### src/rtl/frame_aligned_crossbar_pkg.sv
// Shared types and helpers for the frame-aligned crossbar.
package switch_pkg;

   // Width of one per-output FSM state field on the debug bus.
   localparam int STATE_W = 2;

   typedef enum logic [STATE_W-1:0] {
      IDLE    = 2'd0,
      FWD     = 2'd1,
      DISCARD = 2'd2
   } xbar_state_t;

   typedef int unsigned port_idx_t;

   // Legacy pair swap: o^1, except the unpaired last port of an odd-sized
   // crossbar, which loops back to itself.
   function automatic port_idx_t default_src(input port_idx_t o, input port_idx_t n);
      if ((n[0] == 1'b1) && (o == n - 1)) return o;
      return o ^ port_idx_t'(1);
   endfunction

endpackage

### src/rtl/frame_aligned_crossbar_if.sv
// Bus bundle of the crossbar: receive streams, map configuration, transmit
// streams, frame counters and per-output FSM state.
//
// Handshake: cfg_valid is a single-cycle strobe with no ready/backpressure;
// every cycle it is high, the whole cfg_sel word is taken. rx_ctrl/tx_ctrl
// qualify the byte on the same port in the same cycle; there is no ready,
// the stream is never stalled.
interface frame_aligned_crossbar_if
   import switch_pkg::*;
#(
   parameter int N_PORTS = 4,
   parameter int DATA_W  = 8,
   parameter int CNT_W   = 16,
   parameter int SEL_W   = $clog2(N_PORTS)
);
   logic [N_PORTS-1:0]         link_sync;
   logic [N_PORTS*DATA_W-1:0]  rx_data;
   logic [N_PORTS-1:0]         rx_ctrl;
   logic [N_PORTS*SEL_W-1:0]   cfg_sel;
   logic                       cfg_valid;
   logic [N_PORTS-1:0]         cfg_pending;
   logic [N_PORTS*DATA_W-1:0]  tx_data;
   logic [N_PORTS-1:0]         tx_ctrl;
   logic [N_PORTS*CNT_W-1:0]   tx_frames;
   logic [N_PORTS*STATE_W-1:0] dbg_state;

   // Traffic and configuration source side.
   modport master (
      output link_sync, rx_data, rx_ctrl, cfg_sel, cfg_valid,
      input  cfg_pending, tx_data, tx_ctrl, tx_frames, dbg_state
   );

   // Crossbar side.
   modport slave (
      input  link_sync, rx_data, rx_ctrl, cfg_sel, cfg_valid,
      output cfg_pending, tx_data, tx_ctrl, tx_frames, dbg_state
   );
endinterface

### src/rtl/frame_aligned_crossbar_out_port.sv
// One crossbar output: source selection with frame-boundary remap, framing
// FSM, saturating frame counter and registered transmit byte.
module xbar_out_port
   import switch_pkg::*;
#(
   parameter int N_PORTS = 4,
   parameter int DATA_W  = 8,
   parameter int CNT_W   = 16,
   parameter int SEL_W   = $clog2(N_PORTS),
   parameter int PORT    = 0
) (
   input  logic                      clk,
   input  logic                      reset,
   input  logic [N_PORTS-1:0]        link_sync_i,
   input  logic [N_PORTS*DATA_W-1:0] rx_data_i,
   input  logic [N_PORTS-1:0]        rx_ctrl_i,
   input  logic [SEL_W-1:0]          cfg_sel_i,
   input  logic                      cfg_valid_i,
   output logic                      pending_o,
   output logic [DATA_W-1:0]         tx_data_o,
   output logic                      tx_ctrl_o,
   output logic [CNT_W-1:0]          frames_o,
   output xbar_state_t               state_o
);

   localparam logic [SEL_W-1:0] RESET_SEL = SEL_W'(default_src(port_idx_t'(PORT), port_idx_t'(N_PORTS)));

   xbar_state_t       state_q, state_d;
   logic [SEL_W-1:0]  active_sel_q, active_sel_d;
   logic [SEL_W-1:0]  pending_sel_q, pending_sel_d;
   logic              pending_flag_q, pending_flag_d;
   logic              fresh_q, fresh_d;
   logic [CNT_W-1:0]  cnt_q, cnt_d;
   logic [DATA_W-1:0] tx_data_q, tx_data_d;
   logic              tx_ctrl_q, tx_ctrl_d;

   logic [DATA_W-1:0] rx_arr [N_PORTS];
   logic              sel_ok;
   logic              up;
   logic              c;
   logic              apply;

   // Unpack the flat receive bus so the active source can be indexed directly.
   always_comb begin
      for (int p = 0; p < N_PORTS; p++) begin
         rx_arr[p] = rx_data_i[p*DATA_W +: DATA_W];
      end
   end

   // Next-state logic: config capture, framing FSM, counter and output byte.
   always_comb begin
      state_d        = state_q;
      active_sel_d   = active_sel_q;
      pending_sel_d  = pending_sel_q;
      pending_flag_d = pending_flag_q;
      fresh_d        = 1'b0;
      cnt_d          = cnt_q;
      tx_data_d      = '0;
      tx_ctrl_d      = 1'b0;

      sel_ok = (int'(cfg_sel_i) < N_PORTS);
      up     = link_sync_i[active_sel_q] & link_sync_i[PORT];
      c      = rx_ctrl_i[active_sel_q];
      // A queued map is only taken between frames, and never in a cycle that
      // is itself delivering a newer map.
      apply  = (state_q == IDLE) && pending_flag_q && !cfg_valid_i;

      // Out-of-range requests leave this output's queued map untouched.
      if (cfg_valid_i && sel_ok) begin
         pending_sel_d  = cfg_sel_i;
         pending_flag_d = 1'b1;
      end

      case (state_q)
         IDLE: begin
            if (apply) begin
               active_sel_d   = pending_sel_q;
               pending_flag_d = 1'b0;
               fresh_d        = 1'b1;
            end else if (c) begin
               // A source already busy right after a remap, or a frame that
               // starts while the link is down, is skipped whole so that an
               // output never begins mid-frame.
               if (up && !fresh_q) state_d = FWD;
               else                state_d = DISCARD;
            end
         end
         FWD: begin
            if (!c) begin
               state_d = IDLE;
               if (cnt_q != '1) cnt_d = cnt_q + CNT_W'(1);
            end else if (!up) begin
               state_d = DISCARD;
            end
         end
         DISCARD: begin
            if (!c) state_d = IDLE;
         end
         default: state_d = IDLE;
      endcase

      // The byte that opens or continues a frame is registered on the same
      // edge, giving one cycle of latency with no lost start byte.
      if (state_d == FWD) begin
         tx_data_d = rx_arr[active_sel_q];
         tx_ctrl_d = 1'b1;
      end
   end

   // State and output registers; reset restores the pair-swap map.
   always_ff @(posedge clk or negedge reset) begin
      if (!reset) begin
         state_q        <= IDLE;
         active_sel_q   <= RESET_SEL;
         pending_sel_q  <= '0;
         pending_flag_q <= 1'b0;
         fresh_q        <= 1'b0;
         cnt_q          <= '0;
         tx_data_q      <= '0;
         tx_ctrl_q      <= 1'b0;
      end else begin
         state_q        <= state_d;
         active_sel_q   <= active_sel_d;
         pending_sel_q  <= pending_sel_d;
         pending_flag_q <= pending_flag_d;
         fresh_q        <= fresh_d;
         cnt_q          <= cnt_d;
         tx_data_q      <= tx_data_d;
         tx_ctrl_q      <= tx_ctrl_d;
      end
   end

   assign pending_o = pending_flag_q;
   assign tx_data_o = tx_data_q;
   assign tx_ctrl_o = tx_ctrl_q;
   assign frames_o  = cnt_q;
   assign state_o   = state_q;

endmodule

### src/rtl/frame_aligned_crossbar.sv
// N-port registered byte-stream crossbar with runtime map applied only at
// frame boundaries. One xbar_out_port per output; config fans out to all.
module frame_aligned_crossbar
   import switch_pkg::*;
#(
   parameter int N_PORTS = 4,
   parameter int DATA_W  = 8,
   parameter int CNT_W   = 16,
   parameter int SEL_W   = $clog2(N_PORTS)
) (
   input logic                      clk,
   input logic                      reset,
   frame_aligned_crossbar_if.slave  bus
);

   logic [N_PORTS-1:0]         pending;
   logic [N_PORTS*DATA_W-1:0]  tx_data;
   logic [N_PORTS-1:0]         tx_ctrl;
   logic [N_PORTS*CNT_W-1:0]   tx_frames;
   logic [N_PORTS*STATE_W-1:0] dbg_state;

   for (genvar o = 0; o < N_PORTS; o++) begin : g_out
      xbar_state_t st;

      xbar_out_port #(
         .N_PORTS (N_PORTS),
         .DATA_W  (DATA_W),
         .CNT_W   (CNT_W),
         .SEL_W   (SEL_W),
         .PORT    (o)
      ) u_port (
         .clk         (clk),
         .reset       (reset),
         .link_sync_i (bus.link_sync),
         .rx_data_i   (bus.rx_data),
         .rx_ctrl_i   (bus.rx_ctrl),
         .cfg_sel_i   (bus.cfg_sel[o*SEL_W +: SEL_W]),
         .cfg_valid_i (bus.cfg_valid),
         .pending_o   (pending[o]),
         .tx_data_o   (tx_data[o*DATA_W +: DATA_W]),
         .tx_ctrl_o   (tx_ctrl[o]),
         .frames_o    (tx_frames[o*CNT_W +: CNT_W]),
         .state_o     (st)
      );

      assign dbg_state[o*STATE_W +: STATE_W] = st;
   end

   assign bus.cfg_pending = pending;
   assign bus.tx_data     = tx_data;
   assign bus.tx_ctrl     = tx_ctrl;
   assign bus.tx_frames   = tx_frames;
   assign bus.dbg_state   = dbg_state;

endmodule

### src/flat_wrapper.sv
// flat-port wrapper written by rule: the top's interface ports become plain ports
module frame_aligned_crossbar_flat import switch_pkg::*;
#(
   parameter int N_PORTS = 4,
   parameter int DATA_W  = 8,
   parameter int CNT_W   = 16,
   parameter int SEL_W   = $clog2(N_PORTS)
)
  (clk, reset, bus_link_sync, bus_rx_data, bus_rx_ctrl, bus_cfg_sel, bus_cfg_valid, bus_cfg_pending, bus_tx_data, bus_tx_ctrl, bus_tx_frames, bus_dbg_state);
  frame_aligned_crossbar_if #(.N_PORTS(N_PORTS), .DATA_W(DATA_W), .CNT_W(CNT_W), .SEL_W(SEL_W)) bus_i ();
  input logic clk;
  input logic reset;
  input wire logic [$bits(bus_i.link_sync)-1:0] bus_link_sync;
  input wire logic [$bits(bus_i.rx_data)-1:0] bus_rx_data;
  input wire logic [$bits(bus_i.rx_ctrl)-1:0] bus_rx_ctrl;
  input wire logic [$bits(bus_i.cfg_sel)-1:0] bus_cfg_sel;
  input wire logic [$bits(bus_i.cfg_valid)-1:0] bus_cfg_valid;
  output wire logic [$bits(bus_i.cfg_pending)-1:0] bus_cfg_pending;
  output wire logic [$bits(bus_i.tx_data)-1:0] bus_tx_data;
  output wire logic [$bits(bus_i.tx_ctrl)-1:0] bus_tx_ctrl;
  output wire logic [$bits(bus_i.tx_frames)-1:0] bus_tx_frames;
  output wire logic [$bits(bus_i.dbg_state)-1:0] bus_dbg_state;
  assign bus_i.link_sync = bus_link_sync;
  assign bus_i.rx_data = bus_rx_data;
  assign bus_i.rx_ctrl = bus_rx_ctrl;
  assign bus_i.cfg_sel = bus_cfg_sel;
  assign bus_i.cfg_valid = bus_cfg_valid;
  assign bus_cfg_pending = bus_i.cfg_pending;
  assign bus_tx_data = bus_i.tx_data;
  assign bus_tx_ctrl = bus_i.tx_ctrl;
  assign bus_tx_frames = bus_i.tx_frames;
  assign bus_dbg_state = bus_i.dbg_state;
  frame_aligned_crossbar #(.N_PORTS(N_PORTS), .DATA_W(DATA_W), .CNT_W(CNT_W), .SEL_W(SEL_W)) u_core (.clk(clk), .reset(reset), .bus(bus_i));
endmodule
### config.mk
export PLATFORM = sky130hd
export DESIGN_NAME = frame_aligned_crossbar_flat
export DESIGN_NICKNAME = d
export VERILOG_FILES = /design/src/rtl/frame_aligned_crossbar_pkg.sv /design/src/rtl/frame_aligned_crossbar_if.sv /design/src/rtl/frame_aligned_crossbar_out_port.sv /design/src/rtl/frame_aligned_crossbar.sv /design/src/flat_wrapper.sv
export SDC_FILE = /design/constraint.sdc
export NUM_CORES = 1
export LEC_CHECK = 0
export ABC_AREA = 1
export BUFFER_PORTS_ARGS = -buffer_cell sky130_fd_sc_hd__buf_4
export CELL_PAD_IN_SITES_DETAIL_PLACEMENT = 2
export CELL_PAD_IN_SITES_GLOBAL_PLACEMENT = 2
export CORE_MARGIN = 2
export CORE_UTILIZATION = 32
export CTS_CLUSTER_SIZE = 8
export DETAILED_ROUTE_END_ITERATION = 8
export PLACE_DENSITY_LB_ADDON = 0.1
export SLEW_MARGIN = 5
export SYNTH_ARGS = -nofsm -noshare
export SYNTH_HDL_FRONTEND = slang
export SYNTH_HIERARCHICAL = 1
export SYNTH_SLANG_ARGS = --single-unit
### constraint.sdc
create_clock -name clk -period 2.3 [get_ports clk]
set_clock_uncertainty 0.2 [all_clocks]
set_input_delay 0.575 -clock clk [delete_from_list [all_inputs] [get_ports clk]]
set_output_delay 0.575 -clock clk [all_outputs]
set_load 0.01 [all_outputs]
==> results.ini <==
[die]
coreArea_mm2 = 0.02432
initial_utilization_pct = 32.58
fp.dieW_um = 161.4
rows = 57
dieHeight_um = 161.4
boundaryPins = 163
die_area_mm2 = 0.02604

[synthesis]
ys_seq_area_share_pct = 41.75
syn_avg_cell_area_um2 = 7.723
yosys_warnings = 6
ys_types = 41
ys_top_cells_by_count = nand2_1, dfrtp_1, nor2_1
synth.top_cell.area_share_pct = 40.42
syn_area_mm2 = 0.007924
synth.area.top_cells = dfrtp_1, nand2_1, nor2_1
syn-num-nets = 1081
synth_edf_count = 0
synthCells = 1026
async_flop_share_pct = 100.0
ys_ff_latch = 132
ys.flop_type = dfrtp_1
synth_top_area_cell = dfrtp_1
synth_most_common_cell = nand2_1

[sta]
finalCritPeriodShare_pct = 94.95
timing.final.ws_setup_ns = 0.1162
rsz0062_at_grt = yes
timing.fmax_ghz = 0.4579
min_period_ns = 2.184
slew_headroom_pct = 62.35
finalSetupViolCount = 0
finalHoldViolations = 0
slew_viol_final = 0
max_slew.worst_pin.slew_ns = 0.5642

[cells_and_area]
multiInputGateArea_mm2 = 0.003945
n_antenna_cell = 0
register_area_mm2 = 0.003308
fin_nets = 1257
syn2layout_area_growth_pct = 27.70
fill_cells = 2819
layout-drive-gt1-share_pct = 26.09

[clocking]
htree_levels = 4
clk-insertion-delay-late_ns = 0.42
cts_tree = done
path_clk_slew_ns = 0.06
ctsResizeCount = 0
cts_max_path_buffers = 2
numClockSinks = 132
cts_root_buf = clkbuf_16
cts-buffers-inserted = 17

[placed_design]
place_congestion = 0.7925
pre_cts_slack_ns = 0.009389
hpwl_mm = 20.36
port_buffers = 162

[power_and_ir_drop]
finalPower_uw = 11590
ir_worst_vdd_uv = 390.7
power_leakage_uw = 0.005133
power_density_mw_per_mm2 = 1145

[routing]
drc = 0
ant_nets = 0
drt_iter0_markers = 330
post_drt_wl_per_cell_um = 17.83
firstDrtPassIters = 4
wl_mm = 27.44
vias_per_cell = 4.927
num_vias = 7582

[global_route]
grt_usage_pct = 21.47
grt_start_max_net_pins = 46
gr-total-overflow = 0
grt_pass1_vias = 8157
grt_antenna_before_repair = 0
grt_pass1_wl_mm = 43.93

[job]
cap_violations = 0

[setup_path]
start_kind = flip-flop
critPathArrivalTime_ns = 2.30
criticalPathCategory = reg -> reg
endpoint_kind = flip-flop
cp.required_ns = 2.42
crit_fanout = 22

[run_status]
outcome = complete, no violations

[min_path]
holdCritPathClass = in -> reg

-- critical path: stages, from the launching register on --
cell and delay [ns]:
dfstp_2 0.54, buf_4 0.24, nand2_1 0.10, nand2_1 0.08, nand2_1 0.05, nand2_1 0.13, nand4_2 0.38, a21oi_1 0.34
-- cell usage in the layout (no fill, tap or decap), types with 2 or more instances in the layout --
master      instances
a21oi_1            33
buf_12              3
buf_4             181
bufinv_16           2
clkbuf_1            2
clkbuf_16          17
clkbuf_8            2
clkinv_2            2
clkinv_4            3
clkinvlp_4          4
dfrtp_1           128
dfstp_2             4
ha_1                4
inv_1             103
inv_2              10
mux2_2              8
nand2_1           270
nand2_2            26
nand2_4             7
nand3_1            39
nand3_2             2
nand3_4             4
nand3b_1            3
nand4_1            12
nand4_2             4
nor2_1            128
nor2_2              9
nor2_4              4
nor3_1             13
nor3_4              4
nor3b_4             3
o21ai_0            77
o21ai_1             5
o21ai_2            12
o22ai_1            32
or2_1               2
xnor2_1            14
xor2_1             31
-- cell families (layout without fill, tap and decap cells) --
family                   count (synthesis)  count (layout)  share of synthesized area (%)
multiplexers                             8               8                          1.137
adder cells (fa/ha/maj)                  4               4                         0.6316
AO/OA/AOI/OAI                          159             159                          11.12
buffers and inverters                  144             332                          8.543
AND/OR/NAND/NOR                        533             534                          31.64
XOR/XNOR                                46              46                          5.179
flip-flops                             132             132                          41.75
-- final timing paths --
path	startpoint	end	cells past startpoint	slack, ns
max	u_core/g_out[0].u_port/active_sel_q[0]	u_core/g_out[0].u_port/tx_data_o[7]	7	0.12
min in group asynchronous	reset	u_core/g_out[2].u_port/frames_o[11]	2	0.43
min reg2reg	u_core/g_out[1].u_port/pending_sel_q[1]	u_core/g_out[1].u_port/active_sel_q[1]	2	0.30
max in group asynchronous	reset	u_core/g_out[0].u_port/active_sel_q[0]	3	0.79
min	bus_cfg_sel[1]	u_core/g_out[0].u_port/pending_sel_q[1]	2	0.19
max reg2reg	u_core/g_out[0].u_port/active_sel_q[0]	u_core/g_out[0].u_port/tx_data_o[7]	7	0.12
-- power by group --
| group | switching, uW | total (uW) | internal [uW] |
|---|---|---|---|
| Combinational | 3160 | 5180 | 2020 |
| Clock | 1100 | 2760 | 1660 |
| Sequential | 664 | 3640 | 2980 |
| Total | 4930 | 11600 | 6660 |
-- timing repair --
| action | 4_1_cts | 5_1_grt |
|---|---|---|
| hold buffers | 1 | 0 |
| setup buffers | 0 | 0 |
| endpoints found under the hold margin | 31 | 0 |
| setup endpoints to repair | 0 | 8 |
-- through the flow --
stage                     hold slack, ns  cell area [um2]  util [%]   TNS, ns  std cells
final                             0.1875            10120     41.61         0       1539
after global routing              0.1705            10120     41.61  -0.01049       1539
after CTS                         0.1688            10110     41.58         0       1538
after detailed placement          0.3003             9515     39.13         0       1505
after global placement            0.2708             9515     39.13         0       1505
after floorplan                  0.07941             7924         -         0       1026
-- layer usage --
metal | up-vias | part of all wire (%) | GRT usage, %
li1 | 3629 | - | -
met1 | 3770 | 46 | 27.78
met2 | 151 | 50 | 37.22
met3 | 32 | 3.0 | 3.313
met4 | 0 | 1.5 | 6.088
met5 | - | 0 | 0
-- registers in the layout, summed over array words and instances, names as in the netlist --
signal,flops
u_core/g_out.u_port/frames_o,64
u_core/g_out.u_port/tx_data_o,32
u_core/g_out.u_port/pending_o,4
u_core/g_out.u_port/state_o,8
u_core/g_out.u_port/fresh_q,4
u_core/g_out.u_port/active_sel_q,8
u_core/g_out.u_port/pending_sel_q,8
u_core/g_out.u_port/tx_ctrl_o,4
-- area by class of cell --
| class | instances | share of cell area, % |
|---|---|---|
| Clock inverter | 11 | 1.249 |
| Clock buffer | 21 | 4.550 |
| Multi-Input combinational cell | 751 | 38.99 |
| Timing Repair Buffer | 186 | 14.23 |
| Sequential cell | 132 | 32.69 |
| Inverter | 114 | 4.278 |
| Tap cell | 324 | 4.006 |
Note: power is estimated with default switching activity, not from simulation.
